<file path="config.mk">
export PLATFORM = sky130hd
export DESIGN_NAME = led_counter_ctrl
export DESIGN_NICKNAME = d
export VERILOG_FILES = /design/src/rtl/led_counter_ctrl_pkg.sv /design/src/rtl/btn_repeat.sv /design/src/rtl/led_counter_ctrl.sv
export SDC_FILE = /design/constraint.sdc
export NUM_CORES = 1
export LEC_CHECK = 0
export ABC_CLOCK_PERIOD_IN_PS = 4200
export BUFFER_PORTS_ARGS = -buffer_cell sky130_fd_sc_hd__buf_4
export CAP_MARGIN = 5
export CELL_PAD_IN_SITES_DETAIL_PLACEMENT = 1
export CELL_PAD_IN_SITES_GLOBAL_PLACEMENT = 1
export CORE_ASPECT_RATIO = 1.2
export CORE_MARGIN = 3
export CORE_UTILIZATION = 52
export CTS_BUF_LIST = sky130_fd_sc_hd__clkbuf_8
export DETAILED_ROUTE_END_ITERATION = 6
export PLACE_DENSITY = 0.91
export SLEW_MARGIN = 15
export SYNTH_ARGS = -nofsm -noshare
export SYNTH_HDL_FRONTEND = slang
export SYNTH_HIERARCHICAL = 1
export SYNTH_SLANG_ARGS = --single-unit
</file>
<file path="constraint.sdc">
create_clock -name clk -period 4.2 [get_ports clk]
set_clock_uncertainty 0.2 [all_clocks]
set_input_delay 0.42 -clock clk [delete_from_list [all_inputs] [get_ports clk]]
set_output_delay 0.42 -clock clk [all_outputs]
set_load 0.03 [all_outputs]
</file>
<file path="src/rtl/led_counter_ctrl_pkg.sv">
// Shared types and helpers for the LED counter controller: repeat-FSM states,
// source indices and the millisecond-to-cycle conversion used by the timers.
package led_counter_ctrl_pkg;

    typedef enum logic [1:0] {
        IDLE   = 2'd0,
        HOLD   = 2'd1,
        REPEAT = 2'd2
    } rpt_state_t;

    localparam int SRC_INC = 0;
    localparam int SRC_DEC = 1;
    localparam int NUM_SRC = 2;

    function automatic int ms_to_cycles(input int clk_hz, input int ms);
        return (clk_hz / 1000) * ms;
    endfunction

endpackage

</file>
<file path="src/rtl/btn_repeat.sv">
// Per-button hold-to-auto-repeat FSM: turns a debounced tick/level pair into
// a registered one-cycle event stream (press, hold expiry, then periodic repeats).
module btn_repeat
    import led_counter_ctrl_pkg::*;
#(
    parameter int HOLD_CYC = 5,
    parameter int RPT_CYC  = 2
) (
    input  logic clk,
    input  logic rst,
    input  logic tick,
    input  logic level,
    output logic evt
);

    localparam int TMR_MAX = (HOLD_CYC > RPT_CYC) ? HOLD_CYC : RPT_CYC;
    localparam int TMR_W   = $clog2(TMR_MAX + 1);
    localparam logic [TMR_W-1:0] HOLD_LAST = TMR_W'(HOLD_CYC - 1);
    localparam logic [TMR_W-1:0] RPT_LAST  = TMR_W'(RPT_CYC - 1);

    rpt_state_t       state_p0, state_nxt;
    logic [TMR_W-1:0] tmr_p0, tmr_nxt;
    logic             evt_nxt;

    // A fresh tick always wins: it emits and restarts the hold window.
    always_comb begin
        state_nxt = state_p0;
        tmr_nxt   = tmr_p0 + TMR_W'(1);
        evt_nxt   = 1'b0;
        case (state_p0)
            IDLE: begin
                tmr_nxt = '0;
                if (tick) begin
                    evt_nxt   = 1'b1;
                    state_nxt = HOLD;
                end
            end
            HOLD: begin
                if (tick) begin
                    evt_nxt = 1'b1;
                    tmr_nxt = '0;
                end else if (!level) begin
                    state_nxt = IDLE;
                    tmr_nxt   = '0;
                end else if (tmr_p0 == HOLD_LAST) begin
                    evt_nxt   = 1'b1;
                    tmr_nxt   = '0;
                    state_nxt = REPEAT;
                end
            end
            REPEAT: begin
                if (tick) begin
                    evt_nxt   = 1'b1;
                    tmr_nxt   = '0;
                    state_nxt = HOLD;
                end else if (!level) begin
                    state_nxt = IDLE;
                    tmr_nxt   = '0;
                end else if (tmr_p0 == RPT_LAST) begin
                    evt_nxt = 1'b1;
                    tmr_nxt = '0;
                end
            end
            default: begin
                state_nxt = IDLE;
                tmr_nxt   = '0;
            end
        endcase
    end

    always_ff @(posedge clk) begin
        if (rst) begin
            state_p0 <= IDLE;
            tmr_p0   <= '0;
            evt      <= 1'b0;
        end else begin
            state_p0 <= state_nxt;
            tmr_p0   <= tmr_nxt;
            evt      <= evt_nxt;
        end
    end

endmodule

</file>
<file path="src/rtl/led_counter_ctrl.sv">
// Up/down LED counter controller: per-button repeat FSMs feed small pending
// queues, a round-robin arbiter grants one counter update per cycle.
module led_counter_ctrl
    import led_counter_ctrl_pkg::*;
#(
    parameter int WIDTH    = 6,
    parameter int CLK_HZ   = 27_000_000,
    parameter int HOLD_MS  = 500,
    parameter int RPT_MS   = 100,
    parameter int WRAP     = 1,
    parameter int PEND_MAX = 3
) (
    input  logic             clk,
    input  logic             rst,
    input  logic             inc_tick,
    input  logic             inc_level,
    input  logic             dec_tick,
    input  logic             dec_level,
    input  logic             clr,
    output logic [WIDTH-1:0] cnt,
    output logic [WIDTH-1:0] led,
    output logic             busy,
    output logic             ovf
);

    localparam int         HOLD_CYC  = ms_to_cycles(CLK_HZ, HOLD_MS);
    localparam int         RPT_CYC   = ms_to_cycles(CLK_HZ, RPT_MS);
    localparam logic [1:0] PEND_FULL = 2'(PEND_MAX);

    logic [NUM_SRC-1:0]      tick_v, level_v, evt_p0;
    logic [NUM_SRC-1:0][1:0] pend_p1, pend_nxt;
    logic [NUM_SRC-1:0]      gnt, drop;
    logic                    contended;
    logic                    rr_dec_p1;
    logic                    busy_p1, ovf_p1;
    logic [WIDTH-1:0]        cnt_p2;

    function automatic logic [WIDTH-1:0] step_cnt(input logic [WIDTH-1:0] cur, input logic up);
        if (up) begin
            if (WRAP == 0 && cur == {WIDTH{1'b1}}) return cur;
            return cur + WIDTH'(1);
        end
        if (WRAP == 0 && cur == '0) return cur;
        return cur - WIDTH'(1);
    endfunction

    assign tick_v[SRC_INC]  = inc_tick;
    assign tick_v[SRC_DEC]  = dec_tick;
    assign level_v[SRC_INC] = inc_level;
    assign level_v[SRC_DEC] = dec_level;

    // Stage p0: registered button events
    for (genvar s = 0; s < NUM_SRC; s++) begin : g_src
        btn_repeat #(
            .HOLD_CYC (HOLD_CYC),
            .RPT_CYC  (RPT_CYC)
        ) u_rpt (
            .clk   (clk),
            .rst   (rst),
            .tick  (tick_v[s]),
            .level (level_v[s]),
            .evt   (evt_p0[s])
        );
    end

    // Arbitration reads only the registered pending counts; the pointer moves
    // only when both sources compete.
    always_comb begin
        gnt       = '0;
        contended = (pend_p1[SRC_INC] != 2'd0) && (pend_p1[SRC_DEC] != 2'd0);
        if (contended) begin
            if (rr_dec_p1) gnt[SRC_DEC] = 1'b1;
            else           gnt[SRC_INC] = 1'b1;
        end else if (pend_p1[SRC_INC] != 2'd0) begin
            gnt[SRC_INC] = 1'b1;
        end else if (pend_p1[SRC_DEC] != 2'd0) begin
            gnt[SRC_DEC] = 1'b1;
        end
    end

    always_comb begin
        pend_nxt = pend_p1;
        drop     = '0;
        for (int s = 0; s < NUM_SRC; s++) begin
            if (evt_p0[s] && !gnt[s]) begin
                if (pend_p1[s] == PEND_FULL) drop[s] = 1'b1;
                else                         pend_nxt[s] = pend_p1[s] + 2'd1;
            end else if (!evt_p0[s] && gnt[s]) begin
                pend_nxt[s] = pend_p1[s] - 2'd1;
            end
        end
    end

    // Stage p1: pending queues / status, stage p2: counter
    always_ff @(posedge clk) begin
        if (rst) begin
            pend_p1   <= '0;
            busy_p1   <= 1'b0;
            ovf_p1    <= 1'b0;
            rr_dec_p1 <= 1'b0;
            cnt_p2    <= '0;
        end else if (clr) begin
            pend_p1 <= '0;
            busy_p1 <= 1'b0;
            ovf_p1  <= 1'b0;
            cnt_p2  <= '0;
        end else begin
            pend_p1 <= pend_nxt;
            busy_p1 <= |pend_nxt;
            ovf_p1  <= ovf_p1 | (|drop);
            if (contended) rr_dec_p1 <= gnt[SRC_INC];
            if (gnt[SRC_INC])      cnt_p2 <= step_cnt(cnt_p2, 1'b1);
            else if (gnt[SRC_DEC]) cnt_p2 <= step_cnt(cnt_p2, 1'b0);
        end
    end

    assign cnt  = cnt_p2;
    assign led  = ~cnt_p2;
    assign busy = busy_p1;
    assign ovf  = ovf_p1;

endmodule

</file>
==> impl_metrics.sql <==
INSERT INTO impl_metrics (metric_group, metric, value, unit) VALUES
('setup_path', 'timing.critical_path.arrival', '3000', 'ps'),
('setup_path', 'r2r_end', 'cnt[4]$_SDFFE_PP0P_', ''),
('power', 'cellPowerDensity', '339', 'mW/mm2'),
('synth', 'synth.area.top_cells', 'sky130_fd_sc_hd__dfxtp_1 (33%), sky130_fd_sc_hd__xnor2_1 (7.0%), sky130_fd_sc_hd__ha_1 (5.9%)', ''),
('min_path', 'min-delay-start', 'dec_tick', ''),
('floorplan', 'fp.coreArea', '0.00736', 'mm2'),
('setup_path', 'critical_r2r_launch', 'pend_p1[0]$_SDFF_PP0_', ''),
('detailed_routing', 'first_iter_violations', '226', ''),
('sta', 'transition_time_at_the_pin_with_the_least_slew_margin', '827', 'ps'),
('setup_path', 'worst_setup_path_start_kind', 'flop', ''),
('power', 'ir_worst_vdd', '0.000198', 'V'),
('placed_design', 'finalWeightedCongestion', '0.851', ''),
('sta', 'relSlewSlack', '0.444', ''),
('detailed_routing', 'post_detailed_route_count_of_antenna_violating_nets', '0', ''),
('final_layout', 'antennaDiodeCount', '0', ''),
('sta', 'period_share', '0.708', ''),
('synth', 'syn-mean-instance-area', '8.39', 'um2'),
('power', 'power.leakage', '1.41', 'nW'),
('placed_design', 'buffer_ports.inserted', '20', ''),
('global_route', 'gr-usage-met3', '0.0452', ''),
('synth', 'synth_edf_count', '0', ''),
('setup_path', 'timing.reg2reg.worst_path_depth', '11', ''),
('detailed_routing', 'routed_wl', '11000', 'um'),
('clocking', 'clk_pin_slew', '80', 'ps'),
('setup_path', 'critical_path_peak_fanout', '12', ''),
('placed_design', 'dpl_cell_area', '0.00419', 'mm2'),
('detailed_routing', 'route.detailed.drc', '0', ''),
('final_layout', 'num-fill-cells', '908', ''),
('outcome', 'status', 'completed', ''),
('synth', 'postSynthCellCount', '478', ''),
('synth', 'synth_top_area_cell', 'sky130_fd_sc_hd__dfxtp_1', ''),
('synth', 'yosys_warnings', '6', ''),
('global_route', 'grt_overflow_total', '0', ''),
('sta', 'timing.final.max_slew_violations', '0', ''),
('setup_path', 'worst_setup_path_end_kind', 'flop', ''),
('sta', 'fmax', '337', 'MHz'),
('global_route', 'grt_antenna_before_repair', '0', ''),
('sta', 'final-setup-viol-count', '0', ''),
('global_route', 'global_route.usage.met2', '0.499', ''),
('global_route', 'first_global_vias', '3893', ''),
('clocking', 'postCtsSetupBuffers', '0', ''),
('synth', 'synth.net_count', '504', ''),
('final_layout', 'flow.area_growth_from_synthesis', '9.85', '%'),
('setup_path', 'timing.critical_path.required', '4230', 'ps'),
('detailed_routing', 'drt-pass1-iter-count', '4', ''),
('detailed_routing', 'num_vias', '3723', ''),
('synth', 'post_synth_most_frequent_cells', 'sky130_fd_sc_hd__dfxtp_1 (67), sky130_fd_sc_hd__a21oi_1 (40), sky130_fd_sc_hd__xnor2_1 (32)', ''),
('run', 'max-cap-violations', '0', ''),
('synth', 'synth_area', '0.00401', 'mm2'),
('sta', 'grt_setup_unrepaired', 'false', ''),
('clocking', 'ctsHoldBuffers', '0', ''),
('detailed_routing', 'vias_per_cell', '6.36', ''),
('setup_path', 'worst-r2r-setup-slack', '1230', 'ps'),
('clocking', 'max_h_tree_level', '3', ''),
('min_path', 'min-delay-path-class', 'in -> reg', ''),
('sta', 'final_period_minus_worst_setup_slack', '2970', 'ps'),
('final_layout', 'net_count_reported_at_finish', '516', ''),
('clocking', 'clock-root-buffer', 'sky130_fd_sc_hd__clkbuf_8', ''),
('final_layout', 'drive_gt1_frac', '0.0970', ''),
('global_route', 'grt_pass1_wl', '18900', 'um'),
('clocking', 'cts.sink_count', '67', ''),
('synth', 'synth_seq_area_share', '0.334', ''),
('clocking', 'max-clock-path-buffers', '2', ''),
('floorplan', 'placementRows', '34', ''),
('synth', 'postSynth.asyncResetShare', '0', ''),
('global_route', 'globalRouteMet1Util', '0.298', ''),
('floorplan', 'initial_core_util', '0.545', ''),
('min_path', 'worst_hold_path.num_cells', '3', ''),
('placed_design', 'dp_hpwl', '7760', 'um'),
('synth', 'netlist.area_leader.share', '0.334', ''),
('global_route', 'gr-usage-all-layers', '0.266', '');
## cell families (layout without fill, tap and decap cells)
group | count (synthesis) | after routing | share of synthesized area
fa+ha+maj | 19 | 19 | 0.0592
xor+xnor | 37 | 37 | 0.0808
simple gates | 197 | 197 | 0.296
mux | 6 | 6 | 0.0156
flops | 67 | 67 | 0.334
compound gates | 104 | 104 | 0.162
buf+inv | 48 | 65 | 0.0518
## power by group
| group | internal (mW) | total (mW) | switching [mW] |
|---|---|---|---|
| Sequential | 0.649 | 0.669 | 0.0199 |
| Clock | 0.332 | 0.601 | 0.269 |
| Combinational | 0.0866 | 0.223 | 0.137 |
| Total | 1.07 | 1.49 | 0.425 |
## critical path: stages (launching register included)
cell and delay, ps:
sky130_fd_sc_hd__dfxtp_1 390, sky130_fd_sc_hd__inv_2 80, sky130_fd_sc_hd__ha_1 370, sky130_fd_sc_hd__nor3b_2 450, sky130_fd_sc_hd__nor2_8 120, sky130_fd_sc_hd__xnor2_1 150, sky130_fd_sc_hd__ha_1 280, sky130_fd_sc_hd__nor3_1 240
sky130_fd_sc_hd__o2111ai_1 160, sky130_fd_sc_hd__mux2i_1 190, sky130_fd_sc_hd__xnor2_1 140, sky130_fd_sc_hd__nor2_1 50
## flip-flops by register name, indices dropped and copies added, names as in the netlist
| register | cells |
|---|---|
| g_src.u_rpt/state_p0 | 4 |
| g_src.u_rpt/tmr_p0 | 48 |
| ovf | 1 |
| pend_p1 | 4 |
| cnt | 6 |
| rr_dec_p1 | 1 |
| g_src.u_rpt/evt | 2 |
| busy | 1 |
## layout by cell type, fill, tap and decap left out, types with 4 or more instances in the layout
cell	n
sky130_fd_sc_hd__a21oi_1	40
sky130_fd_sc_hd__a22oi_1	15
sky130_fd_sc_hd__a31oi_1	4
sky130_fd_sc_hd__and3_1	6
sky130_fd_sc_hd__and3b_1	4
sky130_fd_sc_hd__and4_1	4
sky130_fd_sc_hd__buf_4	24
sky130_fd_sc_hd__clkbuf_8	9
sky130_fd_sc_hd__dfxtp_1	67
sky130_fd_sc_hd__ha_1	19
sky130_fd_sc_hd__inv_1	24
sky130_fd_sc_hd__mux2i_1	4
sky130_fd_sc_hd__nand2_1	30
sky130_fd_sc_hd__nand3_1	30
sky130_fd_sc_hd__nand4_1	20
sky130_fd_sc_hd__nor2_1	23
sky130_fd_sc_hd__nor3_1	14
sky130_fd_sc_hd__nor4_1	12
sky130_fd_sc_hd__nor4b_1	8
sky130_fd_sc_hd__nor4bb_1	4
sky130_fd_sc_hd__o21ai_0	18
sky130_fd_sc_hd__o21ai_1	4
sky130_fd_sc_hd__or3_1	17
sky130_fd_sc_hd__or4_1	6
sky130_fd_sc_hd__or4b_1	4
sky130_fd_sc_hd__xnor2_1	32
sky130_fd_sc_hd__xor2_1	5
## metal layers
layer | wire length (um) | up-vias
li1 | - | 1797
met1 | 4610 | 1835
met2 | 5900 | 70
met3 | 260 | 21
met4 | 237 | 0
met5 | 0 | -
## through the flow
stage / util / power (mW) / instances / hold WS (ps) / setup slack (ps)
5_1_grt: 0.599 / 1.55 / 585 / 162 / 965
3_5_place_dp: 0.570 / 0.897 / 569 / 263 / 1340
2_1_floorplan: - / 0.836 / 478 / 239 / 1780
3_3_place_gp: 0.570 / 0.882 / 569 / 252 / 1480
6_report: 0.599 / 1.49 / 585 / 155 / 1230
4_1_cts: 0.599 / 1.50 / 585 / 146 / 1240
## worst max-delay path by stage
| stage | startpoint | end | slack (ps) |
|---|---|---|---|
| after detailed placement | pend_p1[0]$_SDFF_PP0_ | cnt[4]$_SDFFE_PP0P_ | 1340 |
| after global routing | pend_p1[2]$_SDFF_PP0_ | cnt[2]$_SDFFE_PP0P_ | 970 |
| final | pend_p1[0]$_SDFF_PP0_ | cnt[4]$_SDFFE_PP0P_ | 1230 |
| after floorplan | pend_p1[0]$_SDFF_PP0_ | cnt[4]$_SDFFE_PP0P_ | 1780 |
| after CTS | pend_p1[2]$_SDFF_PP0_ | cnt[2]$_SDFFE_PP0P_ | 1240 |
| after global placement | pend_p1[0]$_SDFF_PP0_ | cnt[4]$_SDFFE_PP0P_ | 1480 |
## area by class of cell
type	instances	area, um2	area share
Sequential cell	67	1340	0.304
Multi-Input combinational cell	363	2460	0.559
Timing Repair Buffer	24	180	0.0409
Clock buffer	9	124	0.0281
Tap cell	90	113	0.0255
Clock inverter	7	92.6	0.0210
Inverter	25	93.8	0.0213
Note: power is estimated with default switching activity, not from simulation.
